## src/rtl/tcp_log_mem_arbiter.sv

```systemverilog
// tcp_log_mem_arbiter: two-client round-robin arbiter onto one Avalon-style
// memory port. Client 0 = logger write path, client 1 = replay read path.
// Write bursts hold the grant until their last beat. An in-order tag FIFO
// steers read-response beats back to the issuing client.
// Optional build macro TCP_LOG_MEM_ARB_PERF_EN adds per-client grant/stall counters.
`ifndef MEM_ADDR_W
`define MEM_ADDR_W 32
`endif
`ifndef MEM_DATA_W
`define MEM_DATA_W 32
`endif
`ifndef MEM_BURST_CNT_W
`define MEM_BURST_CNT_W 4
`endif

module tcp_log_mem_arbiter #(
  parameter int MEM_ADDR_W      = `MEM_ADDR_W,
  parameter int MEM_DATA_W      = `MEM_DATA_W,
  parameter int MEM_BURST_CNT_W = `MEM_BURST_CNT_W,
  parameter int LOG_OUTSTANDING = 3
) (
  input  logic                         clk,
  input  logic                         rst,
  input  logic                         c0_read_in,
  input  logic                         c0_write_in,
  input  logic [MEM_ADDR_W-1:0]        c0_address_in,
  input  logic [MEM_DATA_W-1:0]        c0_writedata_in,
  input  logic [MEM_BURST_CNT_W-1:0]   c0_burstcount_in,
  input  logic [MEM_DATA_W/8-1:0]      c0_byteenable_in,
  output logic                         c0_ready_out,
  output logic [MEM_DATA_W-1:0]        c0_readdata_out,
  output logic                         c0_readdatavalid_out,
  input  logic                         c1_read_in,
  input  logic                         c1_write_in,
  input  logic [MEM_ADDR_W-1:0]        c1_address_in,
  input  logic [MEM_DATA_W-1:0]        c1_writedata_in,
  input  logic [MEM_BURST_CNT_W-1:0]   c1_burstcount_in,
  input  logic [MEM_DATA_W/8-1:0]      c1_byteenable_in,
  output logic                         c1_ready_out,
  output logic [MEM_DATA_W-1:0]        c1_readdata_out,
  output logic                         c1_readdatavalid_out,
  input  logic                         mem_ready_in,
  output logic                         mem_read_out,
  output logic                         mem_write_out,
  output logic [MEM_ADDR_W-1:0]        mem_address_out,
  output logic [MEM_DATA_W-1:0]        mem_writedata_out,
  output logic [MEM_BURST_CNT_W-1:0]   mem_burstcount_out,
  output logic [MEM_DATA_W/8-1:0]      mem_byteenable_out,
  input  logic [MEM_DATA_W-1:0]        mem_readdata_in,
  input  logic                         mem_readdatavalid_in,
`ifdef TCP_LOG_MEM_ARB_PERF_EN
  output logic [31:0]                  c0_grant_cnt_out,
  output logic [31:0]                  c0_stall_cnt_out,
  output logic [31:0]                  c1_grant_cnt_out,
  output logic [31:0]                  c1_stall_cnt_out,
`endif
  output logic                         err_out
);

  localparam int DEPTH = 1 << LOG_OUTSTANDING;
  localparam int BCW   = MEM_BURST_CNT_W;
  localparam logic [0:0] S_IDLE = 1'b0;
  localparam logic [0:0] S_LOCK = 1'b1;

  logic [0:0]                 state_q, state_d;
  logic                       rr_ptr_q, rr_ptr_d;   // client favoured on a tie
  logic                       owner_q, owner_d;
  logic [BCW-1:0]             remaining_q, remaining_d;
  logic                       err_q, err_d;
  logic [DEPTH-1:0]           tag_cli_q, tag_cli_d;
  logic [DEPTH-1:0][BCW-1:0]  tag_bc_q, tag_bc_d;
  logic [LOG_OUTSTANDING-1:0] wr_ptr_q, wr_ptr_d, rd_ptr_q, rd_ptr_d;
  logic [LOG_OUTSTANDING:0]   cnt_q, cnt_d;
  logic [BCW-1:0]             beat_q, beat_d;

  logic                       req0, req1, gnt, g_read, g_write, fwd_read, fwd_write, acc;
  logic                       tag_full, push, pop, rsp_ok, head_cli;
  logic [MEM_ADDR_W-1:0]      g_addr;
  logic [MEM_DATA_W-1:0]      g_wdata;
  logic [BCW-1:0]             g_bc, g_bc_eff, head_bc;
  logic [MEM_DATA_W/8-1:0]    g_be;

  // Grant selection and command mux; zero-latency pass-through of the winner.
  always_comb begin
    req0 = c0_read_in | c0_write_in;
    req1 = c1_read_in | c1_write_in;
    if (state_q == S_LOCK)  gnt = owner_q;
    else if (req0 && req1)  gnt = rr_ptr_q;
    else                    gnt = req1;
    g_read   = gnt ? c1_read_in       : c0_read_in;
    g_write  = gnt ? c1_write_in      : c0_write_in;
    g_addr   = gnt ? c1_address_in    : c0_address_in;
    g_wdata  = gnt ? c1_writedata_in  : c0_writedata_in;
    g_bc     = gnt ? c1_burstcount_in : c0_burstcount_in;
    g_be     = gnt ? c1_byteenable_in : c0_byteenable_in;
    g_bc_eff = (g_bc == '0) ? BCW'(1) : g_bc;
    tag_full = (cnt_q == (LOG_OUTSTANDING+1)'(DEPTH));
    // Write wins if a client raises both; reads never forwarded inside a lock.
    fwd_write = g_write;
    fwd_read  = g_read & ~g_write & ~tag_full & (state_q == S_IDLE);
    acc       = (fwd_write | fwd_read) & mem_ready_in;
  end

  // Output drive; everything forced low while reset is asserted.
  always_comb begin
    c0_ready_out         = ~rst & acc & ~gnt;
    c1_ready_out         = ~rst & acc &  gnt;
    mem_read_out         = ~rst & fwd_read;
    mem_write_out        = ~rst & fwd_write;
    mem_address_out      = rst ? '0 : g_addr;
    mem_writedata_out    = rst ? '0 : g_wdata;
    mem_burstcount_out   = rst ? '0 : g_bc_eff;
    mem_byteenable_out   = rst ? '0 : g_be;
    c0_readdata_out      = rst ? '0 : mem_readdata_in;
    c1_readdata_out      = rst ? '0 : mem_readdata_in;
    c0_readdatavalid_out = ~rst & rsp_ok & ~head_cli;
    c1_readdatavalid_out = ~rst & rsp_ok &  head_cli;
    err_out              = err_q;
  end

  // Next-state: arbitration/lock bookkeeping, tag FIFO and response beat count.
  always_comb begin
    state_d     = state_q;
    rr_ptr_d    = rr_ptr_q;
    owner_d     = owner_q;
    remaining_d = remaining_q;
    err_d       = err_q;
    tag_cli_d   = tag_cli_q;
    tag_bc_d    = tag_bc_q;
    wr_ptr_d    = wr_ptr_q;
    rd_ptr_d    = rd_ptr_q;
    cnt_d       = cnt_q;
    beat_d      = beat_q;

    if (acc) begin
      if (state_q == S_IDLE) begin
        rr_ptr_d = ~gnt;
        if (g_bc == '0) err_d = 1'b1;
        if (fwd_write && g_bc_eff != BCW'(1)) begin
          state_d     = S_LOCK;
          owner_d     = gnt;
          remaining_d = g_bc_eff - BCW'(1);
        end
      end else begin
        remaining_d = remaining_q - BCW'(1);
        if (remaining_q == BCW'(1)) state_d = S_IDLE;
      end
    end
    // Owner dropping write mid-burst is flagged; the lock simply waits.
    if (state_q == S_LOCK && !g_write) err_d = 1'b1;

    push     = acc & fwd_read;
    head_cli = tag_cli_q[rd_ptr_q];
    head_bc  = tag_bc_q[rd_ptr_q];
    rsp_ok   = mem_readdatavalid_in & (cnt_q != '0);
    pop      = rsp_ok & (beat_q == head_bc - BCW'(1));
    if (mem_readdatavalid_in && cnt_q == '0) err_d = 1'b1;
    if (rsp_ok) beat_d = pop ? '0 : beat_q + BCW'(1);

    if (push) begin
      tag_cli_d[wr_ptr_q] = gnt;
      tag_bc_d[wr_ptr_q]  = g_bc_eff;
      wr_ptr_d            = wr_ptr_q + 1'b1;
    end
    if (pop) rd_ptr_d = rd_ptr_q + 1'b1;
    case ({push, pop})
      2'b10:   cnt_d = cnt_q + 1'b1;
      2'b01:   cnt_d = cnt_q - 1'b1;
      default: cnt_d = cnt_q;
    endcase
  end

  // State registers with synchronous reset.
  always_ff @(posedge clk) begin
    if (rst) begin
      state_q     <= S_IDLE;
      rr_ptr_q    <= 1'b0;
      owner_q     <= 1'b0;
      remaining_q <= '0;
      err_q       <= 1'b0;
      tag_cli_q   <= '0;
      tag_bc_q    <= '0;
      wr_ptr_q    <= '0;
      rd_ptr_q    <= '0;
      cnt_q       <= '0;
      beat_q      <= '0;
    end else begin
      state_q     <= state_d;
      rr_ptr_q    <= rr_ptr_d;
      owner_q     <= owner_d;
      remaining_q <= remaining_d;
      err_q       <= err_d;
      tag_cli_q   <= tag_cli_d;
      tag_bc_q    <= tag_bc_d;
      wr_ptr_q    <= wr_ptr_d;
      rd_ptr_q    <= rd_ptr_d;
      cnt_q       <= cnt_d;
      beat_q      <= beat_d;
    end
  end

`ifdef TCP_LOG_MEM_ARB_PERF_EN
  logic [31:0] c0_grant_cnt_q, c0_grant_cnt_d, c1_grant_cnt_q, c1_grant_cnt_d;
  logic [31:0] c0_stall_cnt_q, c0_stall_cnt_d, c1_stall_cnt_q, c1_stall_cnt_d;

  // Wrapping counters: accepted commands (first beats) and stalled request cycles.
  always_comb begin
    c0_grant_cnt_d = c0_grant_cnt_q + {31'd0, acc & (state_q == S_IDLE) & ~gnt};
    c1_grant_cnt_d = c1_grant_cnt_q + {31'd0, acc & (state_q == S_IDLE) &  gnt};
    c0_stall_cnt_d = c0_stall_cnt_q + {31'd0, req0 & ~c0_ready_out};
    c1_stall_cnt_d = c1_stall_cnt_q + {31'd0, req1 & ~c1_ready_out};
    c0_grant_cnt_out = c0_grant_cnt_q;
    c1_grant_cnt_out = c1_grant_cnt_q;
    c0_stall_cnt_out = c0_stall_cnt_q;
    c1_stall_cnt_out = c1_stall_cnt_q;
  end

  // Performance counter registers.
  always_ff @(posedge clk) begin
    if (rst) begin
      c0_grant_cnt_q <= '0;
      c1_grant_cnt_q <= '0;
      c0_stall_cnt_q <= '0;
      c1_stall_cnt_q <= '0;
    end else begin
      c0_grant_cnt_q <= c0_grant_cnt_d;
      c1_grant_cnt_q <= c1_grant_cnt_d;
      c0_stall_cnt_q <= c0_stall_cnt_d;
      c1_stall_cnt_q <= c1_stall_cnt_d;
    end
  end
`endif

endmodule

```

## config.mk

```make
export PLATFORM = sky130hd
export DESIGN_NAME = tcp_log_mem_arbiter
export DESIGN_NICKNAME = d
export VERILOG_FILES = /design/src/rtl/tcp_log_mem_arbiter.sv
export SDC_FILE = /design/constraint.sdc
export NUM_CORES = 1
export LEC_CHECK = 0
export BUFFER_PORTS_ARGS = -buffer_cell sky130_fd_sc_hd__buf_2
export CAP_MARGIN = 20
export CORE_AREA = 2 2 127 129
export CTS_CLUSTER_DIAMETER = 30
export DETAILED_ROUTE_END_ITERATION = 10
export DIE_AREA = 0 0 129 131
export SYNTH_ARGS = -nofsm -noshare
export SYNTH_HDL_FRONTEND = slang
export SYNTH_SLANG_ARGS = --single-unit
```

## constraint.sdc

```tcl
create_clock -name clk -period 4.1 [get_ports clk]
set_clock_uncertainty 0.15 [all_clocks]
set_input_delay 0.615 -clock clk [delete_from_list [all_inputs] [get_ports clk]]
set_output_delay 0.615 -clock clk [all_outputs]
set_load 0.005 [all_outputs]
```

==> results.cfg, run 1 <==
[status]
status = finished, final reports clean

[cts]
h-tree-depth = 3
cts.sinks = 62
worstSkewPairLatency_ns = 0.33
cts_hold_buf = 0
cts.clk_slew.worst_paths_ns = 0.05
cts_setup_buffers = 0
cts-root-buf = clkbuf_16
cts_buffers = 9
clockBufferDepth = 2
cts_tree = done
ctsResizeCount = 0

[power_and_ir_drop]
power_density_nw_per_um2 = 300
peakVddDrop_mv = 0.225
static-leakage-power_nw = 3.58
finalPower_mw = 2.04

[worst_setup_path]
critPathMaxStageDelay_ns = 0.63
worstPathCellList = mux4_2 -> mux2i_1 -> ha_1 -> xnor2_1 -> xnor2_1 -> nand4_2 -> nor2_4 -> ha_1 -> xor2_1 -> ha_1 -> a21oi_1 -> xor2_1 -> or3_1 -> a21oi_1
start_kind = register
reg2reg_from = rd_ptr_q[2]
critPathTopFamily = simple AND/OR/NAND/NOR gates
critPathBufInv = 0
startpoint = rd_ptr_q[2]
crit_cells = 14
crit_path_max_fanout = 10
end_kind = register
worstSetupPathType = reg -> reg
rr_worst_depth = 14
slowest_stage = dfxtp_1
cp.required_ns = 4.21
cpMostUsedCell = ha_1
cp.arrival_ns = 3.87

[final_layout]
final_cell_mix = 325 x buf_2, 155 x nand2_1, 77 x a21oi_1
nFillCells = 1618
syn_to_final_growth_pct = 38.4
finalNetCount = 1123
final_common_cell = buf_2
final_area_um2 = 6790
final_layout_size_suffix_gt1_share_pct = 40.9
fin_cells = 1149

[timing]
max_freq_ghz = 0.266
slew_violations = 0
hold_viol = 0
setup_viol = 0
fin_crit_sh_pct = 91.8
holdWs_ns = 0.327
tightest_slew_ns = 1.08
fin_crit_ns = 3.76
tns_ns = 0
slew_headroom_pct = 28.3
rsz0062_at_grt = no

[place]
placed_cells = 1133
hpwl_um = 15000
place_area_um2 = 6500
port_buffers = 326
place_congestion = 0.860

[synth]
syn_area_um2 = 4910
ys.flop_type = dfxtp_1
syn_area_per_cell_um2 = 7.43
synth_edf_count = 0
synth-seq-cells = 62
yosys.area.top_type = dfxtp_1
synth_cells = 661
synthArstFlopShare_pct = 0
synth_fp_nets = 856
synth_top_area_share_pct = 25.3
yosysWarnings = 0
synth.area.top_cells = dfxtp_1 25%, nand2_1 12%, mux2i_1 11%, a21oi_1 8.0%, buf_4 5.2%
synth_cell_types = 65
seq_area_frac_synth_pct = 25.3

[die]
die_w_um = 129
core_area_um2 = 15600
start_util_pct = 31.5
die_y_um = 131
io_pins = 327
num_rows = 46
die_area_um2 = 16900

[detailed_routing]
drt_pre_antenna_iters = 5
vias = 5502
met2_length_um = 9090
highest_layer = met4
route.detailed.drc = 0
drtAntennaViolNets = 0
totalWireLength_um = 18800
drt_iter0_drc = 395
wl_per_cell_um = 16.3
wl_met3_um = 1510
wl_met1_um = 7610
vias_per_cell = 4.79

[min_path]
hold-path-cell-count = 2
min_path_type = reg -> reg
worstHoldStart = remaining_q[1]

[grt]
grt_pass1_vias = 4908
antenna_found_initial = 1
grt_usage_pct = 21.6
grt_max_degree = 105
grt_first_pass_wirelength_um = 27600
gr-total-overflow = 0

[run]
cap_violations = 0
worst reg2reg max path, delay by kind of cell, from the launching register on:
kind                       cells  cell delay [ns]
xor gates and xnor gates       4             0.61
and+or+nand+nor                3             0.75
DFF                            1             0.63
adders and majority gates      3             0.69
AOI/OAI and AO/OA              2             0.18
muxes                          2             0.68
Yosys cell counts, drive strengths merged (7+ instances only):
cell type and count:
inv 7, mux2i 53, nand4 10, nand2 155
mux4 10, clkbuf 31, nor2b 37, nor2 63
nor3 11, a21oi 79, buf 48, ha 11
xnor2 8, xor2 8, dfxtp 62, o21ai 7
through the flow:
step	setup WS, ns	util (%)
after floorplan	0.565	-
after global placement	0.422	41.7
after detailed placement	0.357	41.7
after CTS	0.328	43.5
after global routing	0.0802	43.5
final	0.336	43.5
area by class of cell:
| cell class | instances | area [µm²] | share of cell area [%] |
|---|---|---|---|
| clock buffer | 11 | 243 | 3.57 |
| sequential | 62 | 1240 | 18.3 |
| inverter | 8 | 30.0 | 0.442 |
| timing repair buffer | 335 | 1740 | 25.6 |
| clock inverter | 4 | 47.5 | 0.700 |
| tap | 216 | 270 | 3.98 |
| antenna | 1 | 2.50 | 0.0368 |
| multi-input combinational | 512 | 3220 | 47.4 |
path summary, 6_finish.rpt:
check,endpoint,slack [ns]
max,cnt_q[2],0.34
min,remaining_q[1],0.33
max reg2reg,cnt_q[2],0.34
min reg2reg,remaining_q[1],0.33
power breakdown:
part / total, mW / switching, mW / internal [mW]
clock: 0.746 / 0.265 / 0.481
combinational: 0.658 / 0.380 / 0.278
sequential: 0.634 / 0.0169 / 0.617
total: 2.04 / 0.662 / 1.38
routing by layer:
layer,up-vias,track usage [%]
li1,2749,-
met4,0,8.63
met1,2474,25.6
met5,-,0
met2,257,38.3
met3,22,4.56
state kept, by name, summed over array words and instances (netlist names), 3 cells and up:
signal	count
remaining_q	4
tag_cli_q	8
beat_q	4
tag_bc_q	32
cnt_q	4
wr_ptr_q	3
rd_ptr_q	3
logic make-up after synthesis:
group / synth area share (%)
and+or+nand+nor: 28.7
AOI/OAI and AO/OA: 14.0
buffers and inverters: 9.61
muxes: 16.5
DFF: 25.3
xor gates and xnor gates: 3.01
adders and majority gates: 2.80
Note: power is estimated with default switching activity, not from simulation.
==> run 2: changes to the inputs <==
--- a/config.mk
+++ b/config.mk
@@ -8,3 +8,2 @@
 export BUFFER_PORTS_ARGS = -buffer_cell sky130_fd_sc_hd__buf_2
-export CAP_MARGIN = 20
 export CORE_AREA = 2 2 127 129
==> constraint.sdc (replaced) <==
create_clock -name clk -period 4.1 [get_ports clk]
set_clock_uncertainty 0.15 [all_clocks]
set_input_delay 0.41 -clock clk [delete_from_list [all_inputs] [get_ports clk]]
set_output_delay 0.41 -clock clk [all_outputs]
set_load 0.005 [all_outputs]
==> run 2 against run 1 <==
- register-to-register slack better by 0.13 ns
- utilization is 0.15 points higher
- routed wire length is 1.0% higher
- non-clock buffer count is 1 higher
- global-route usage is 0.17 points higher
- die area stayed put
- sequential share of layout area is 0.064 points lower
- clock power is 13% higher
- worst setup slack better by 0.13 ns
- critical endpoint unchanged
- fmax is 3.5% higher
- combinational power is 1% lower
==> results.cfg, run 2 (synthesis results as in run 1) <==
[status]
status = finished, final reports clean

[cts]
cts_tree = done
cts.clk_slew.worst_paths_ns = 0.06
cts.sinks = 62
cts_hold_buf = 0
cts-root-buf = clkbuf_16
worstSkewPairLatency_ns = 0.33
cts_buffers = 9
h-tree-depth = 3
cts_setup_buffers = 0
clockBufferDepth = 2
ctsResizeCount = 0

[min_path]
hold-path-cell-count = 3
min_path_type = in -> reg

[place]
place_area_um2 = 6480
port_buffers = 326
place_congestion = 0.886
hpwl_um = 15200

[power_and_ir_drop]
peakVddDrop_mv = 0.170
power_density_nw_per_um2 = 312
static-leakage-power_nw = 3.59

[detailed_routing]
route.detailed.drc = 0
drt_pre_antenna_iters = 4
totalWireLength_um = 19000
vias_per_cell = 4.82
vias = 5541
drt_iter0_drc = 338
drtAntennaViolNets = 0
wl_per_cell_um = 16.5

[final_layout]
finalNetCount = 1124
reg_top3 = tag_bc_q: 32 flops, tag_cli_q: 8 flops
nFillCells = 1627
final_common_cell = buf_2
largest_reg_flops = 32
num_antenna_cells = 0
final_layout_size_suffix_gt1_share_pct = 41.1
final_area_um2 = 6820
syn_to_final_growth_pct = 38.8
regMostFlops = tag_bc_q
fin_util_pct = 43.7
final_cell_mix = 325 x buf_2, 155 x nand2_1, 77 x a21oi_1

[timing]
hold_viol = 0
max_freq_ghz = 0.275
tightest_slew_ns = 1.08
rsz0062_at_grt = no
fin_crit_ns = 3.64
slew_headroom_pct = 28.0
setup_viol = 0
slew_violations = 0
fin_crit_sh_pct = 88.7
tns_ns = 0

[worst_setup_path]
crit_path_max_fanout = 5
cp.arrival_ns = 3.75
start_kind = register
rr_worst_depth = 14
worstSetupPathType = reg -> reg
end_kind = register
cp.required_ns = 4.21

[run]
cap_violations = 0

[die]
die_area_um2 = 16900
start_util_pct = 31.5
num_rows = 46
core_area_um2 = 15600
die_y_um = 131
io_pins = 327
die_w_um = 129

[grt]
grt_pass1_vias = 5010
grt_usage_pct = 21.8
grt_max_degree = 107
gr-total-overflow = 0
antenna_found_initial = 0
grt_first_pass_wirelength_um = 27700
[run 2: changes by cell type in the layout (fill, tap and decap cells not counted), sizes merged]
cell    before  now
buf        335  336
bufinv       1    2
diode        1    0
[run 2: power by group]
group	switching (mW)	internal (mW)	total, mW
registers	0.0203	0.617	0.637
clock network	0.276	0.565	0.840
logic	0.377	0.272	0.649
total	0.673	1.45	2.13
[run 2: path summary, 6_finish.rpt]
check	startpoint	endpoint	slack, ns
min	mem_readdatavalid_in	err_out	0.26
max	rd_ptr_q[0]	cnt_q[2]	0.46
min reg2reg	remaining_q[1]	remaining_q[1]	0.33
max reg2reg	rd_ptr_q[0]	cnt_q[2]	0.46
[run 2: routing by layer]
layer / vias to the layer above / part of all wire, % / GRT usage, %
met4: 0 / 3.1 / 8.38
met5: - / 0 / 0
li1: 2752 / - / -
met3: 31 / 7.6 / 5.01
met1: 2492 / 41 / 25.1
met2: 266 / 48 / 39.2
[run 2: critical path, stage by stage (launching register included)]
cell     delay (ns)
dfxtp_1        0.51
mux4_2         0.56
mux2i_2        0.25
ha_1           0.22
xnor2_1        0.14
xnor2_1        0.16
nand4_2        0.19
nor2_4         0.16
ha_1           0.26
xor2_1         0.16
ha_1           0.16
a21oi_1        0.05
xor2_1         0.16
or3_1          0.31
a21oi_1        0.14
[run 2: metrics by stage]
stage,setup slack [ns],instances,power [mW],hold WS (ns)
3_5_place_dp,0.486,1134,1.30,0.317
2_1_floorplan,0.565,661,1.01,0.296
6_report,0.464,1150,2.13,0.262
3_3_place_gp,0.553,1134,1.30,0.312
4_1_cts,0.436,1150,2.15,0.266
5_1_grt,0.184,1150,2.25,0.294
[run 2: cell type report]
type                            count  area [µm²]  area share (%)
Inverter                            8        30.0           0.441
Clock inverter                      5        81.3            1.19
Sequential cell                    62        1240            18.2
Timing Repair Buffer              336        1720            25.3
Clock buffer                       11         253            3.71
Tap cell                          216         270            3.97
Multi-Input combinational cell    512        3220            47.2
==> run 3: changes to the inputs <==
RECOVER_POWER = 25   (was unset)
==> run 3 against run 2 <==
- the run now ends with capacitance limit, slew limit left
- via count is 0.42% lower
- routed wire length rose by 0.26%
- utilization decreased by 0.38 points
- worst setup slack better by 0.0042 ns
- critical path depth unchanged
- global-route usage is the same
- largest cell class unchanged
- non-clock buffer count is the same
==> results.cfg, run 3 (synthesis results as in run 1) <==
[status]
status = finished, violations left
violations = capacitance limit, slew limit

[timing]
hold_viol = 0
tightest_slew_ns = 2.10
tns_ns = 0
fin_crit_sh_pct = 88.6
rsz0062_at_grt = no
max_freq_ghz = 0.275
slew_headroom_pct = -39.7
slew_violations = 107
setup_viol = 0
fin_crit_ns = 3.63

[detailed_routing]
wl_per_cell_um = 16.5
route.detailed.drc = 0
vias_per_cell = 4.79
drtAntennaViolNets = 0
totalWireLength_um = 19000
drt_iter0_drc = 313
vias = 5518
drt_pre_antenna_iters = 4

[power_and_ir_drop]
peakVddDrop_mv = 0.170
p_sw_share_pct = 31.8
p_seq_share_pct = 30.0
power.share.clock_pct = 39.6
static-leakage-power_nw = 3.42
power_density_nw_per_um2 = 314
p_comb_share_pct = 30.4
p_sw_uw = 676
finalPower_mw = 2.12
intPower_mw = 1.45

[die]
start_util_pct = 31.5
num_rows = 46
die_y_um = 131
die_w_um = 129
core_area_um2 = 15600
io_pins = 327
die_area_um2 = 16900

[final_layout]
syn_to_final_growth_pct = 37.6
largest_reg_flops = 32
final_layout_size_suffix_gt1_share_pct = 36.1
final_cell_mix = 276 x buf_2, 155 x nand2_1, 77 x a21oi_1
fin_cells = 1151
nFillCells = 1651
fin_util_pct = 43.3
regMostFlops = tag_bc_q
reg_top3 = tag_bc_q: 32 flops, tag_cli_q: 8 flops
finalNetCount = 1124
final_common_cell = buf_2

[grt]
gr-total-overflow = 0
grt_first_pass_wirelength_um = 27700
grt_pass1_vias = 5010
grt_usage_pct = 21.8
antenna_found_initial = 0
grt_max_degree = 107

[place]
placed_cells = 1134
place_congestion = 0.886
hpwl_um = 15200
port_buffers = 326

[worst_setup_path]
cp.arrival_ns = 3.74
slowest_stage = mux4_2
end_kind = register
critPathMaxStageDelay_ns = 0.56
cpMostUsedCell = ha_1
worstSetupPathType = reg -> reg
cp.required_ns = 4.21
worstPathCellList = mux4_2 -> mux2i_2 -> ha_1 -> xnor2_1 -> xnor2_1 -> nand4_2 -> nor2_4 -> ha_1 -> xor2_1 -> ha_1 -> a21oi_1 -> xor2_1 -> or3_1 -> a21oi_1
start_kind = register
crit_path_max_fanout = 5

[cts]
ctsResizeCount = 0
cts_hold_buf = 0
worstSkewPairLatency_ns = 0.33
clockBufferDepth = 2
h-tree-depth = 3
cts_tree = done
cts.clk_slew.worst_paths_ns = 0.06
cts.sinks = 62
cts_buffers = 9
cts-root-buf = clkbuf_16
cts_setup_buffers = 0

[run]
cap_violations = 1

[min_path]
min_path_type = in -> reg
-- run 3: cell count changes in the layout (fill, tap and decap cells not counted), sizes merged --
cell and delta:
buf -48, clkbuf +48, diode +1
-- run 3: final cells by class --
cell class	count	area (µm²)	share of cell area, %
clock buffer	11	253	3.74
clock inverter	5	81.3	1.20
tap	216	270	4.00
multi-input combinational	512	3220	47.6
sequential	62	1240	18.4
antenna	1	2.50	0.0370
timing repair buffer	336	1660	24.6
inverter	8	30.0	0.444
-- run 3: final timing paths --
kind | slack, ns | depth (start not counted) | start | endpoint
max | 0.47 | 14 | rd_ptr_q[0] | cnt_q[2]
min | 0.26 | 3 | mem_readdatavalid_in | err_out
max reg2reg | 0.47 | 14 | rd_ptr_q[0] | cnt_q[2]
min reg2reg | 0.33 | 2 | remaining_q[1] | remaining_q[1]
-- run 3: critical path: cells and delay by family, from the launching register on --
kind            cells  cell delay, ns
flops               1            0.51
fa+ha+maj           3            0.64
simple gates        3            0.66
compound gates      2            0.19
xor+xnor            4            0.62
mux                 2            0.81
-- run 3: per-stage QoR --
step | area (µm²) | hold slack, ns | setup slack [ns]
6_report | 6760 | 0.262 | 0.468
5_1_grt | 6750 | 0.294 | 0.184
4_1_cts | 6820 | 0.266 | 0.436
3_5_place_dp | 6480 | 0.317 | 0.486
3_3_place_gp | 6480 | 0.312 | 0.553
2_1_floorplan | 4910 | 0.296 | 0.565
-- run 3: layer usage --
| metal | GRT usage [%] | share of wire, % | vias up |
|---|---|---|---|
| li1 | - | - | 2749 |
| met1 | 25.1 | 41 | 2486 |
| met2 | 39.2 | 48 | 252 |
| met3 | 5.01 | 7.4 | 31 |
| met4 | 8.38 | 3.1 | 0 |
| met5 | 0 | 0 | - |
-- run 3: power by group through the flow --
stage | Combinational (mW) | Sequential, mW | Clock, mW
final | 0.646 | 0.637 | 0.841
after global routing | 0.714 | 0.640 | 0.893
after CTS | 0.652 | 0.637 | 0.857
after detailed placement | 0.649 | 0.650 | 0
after global placement | 0.646 | 0.650 | 0
after floorplan | 0.375 | 0.639 | 0
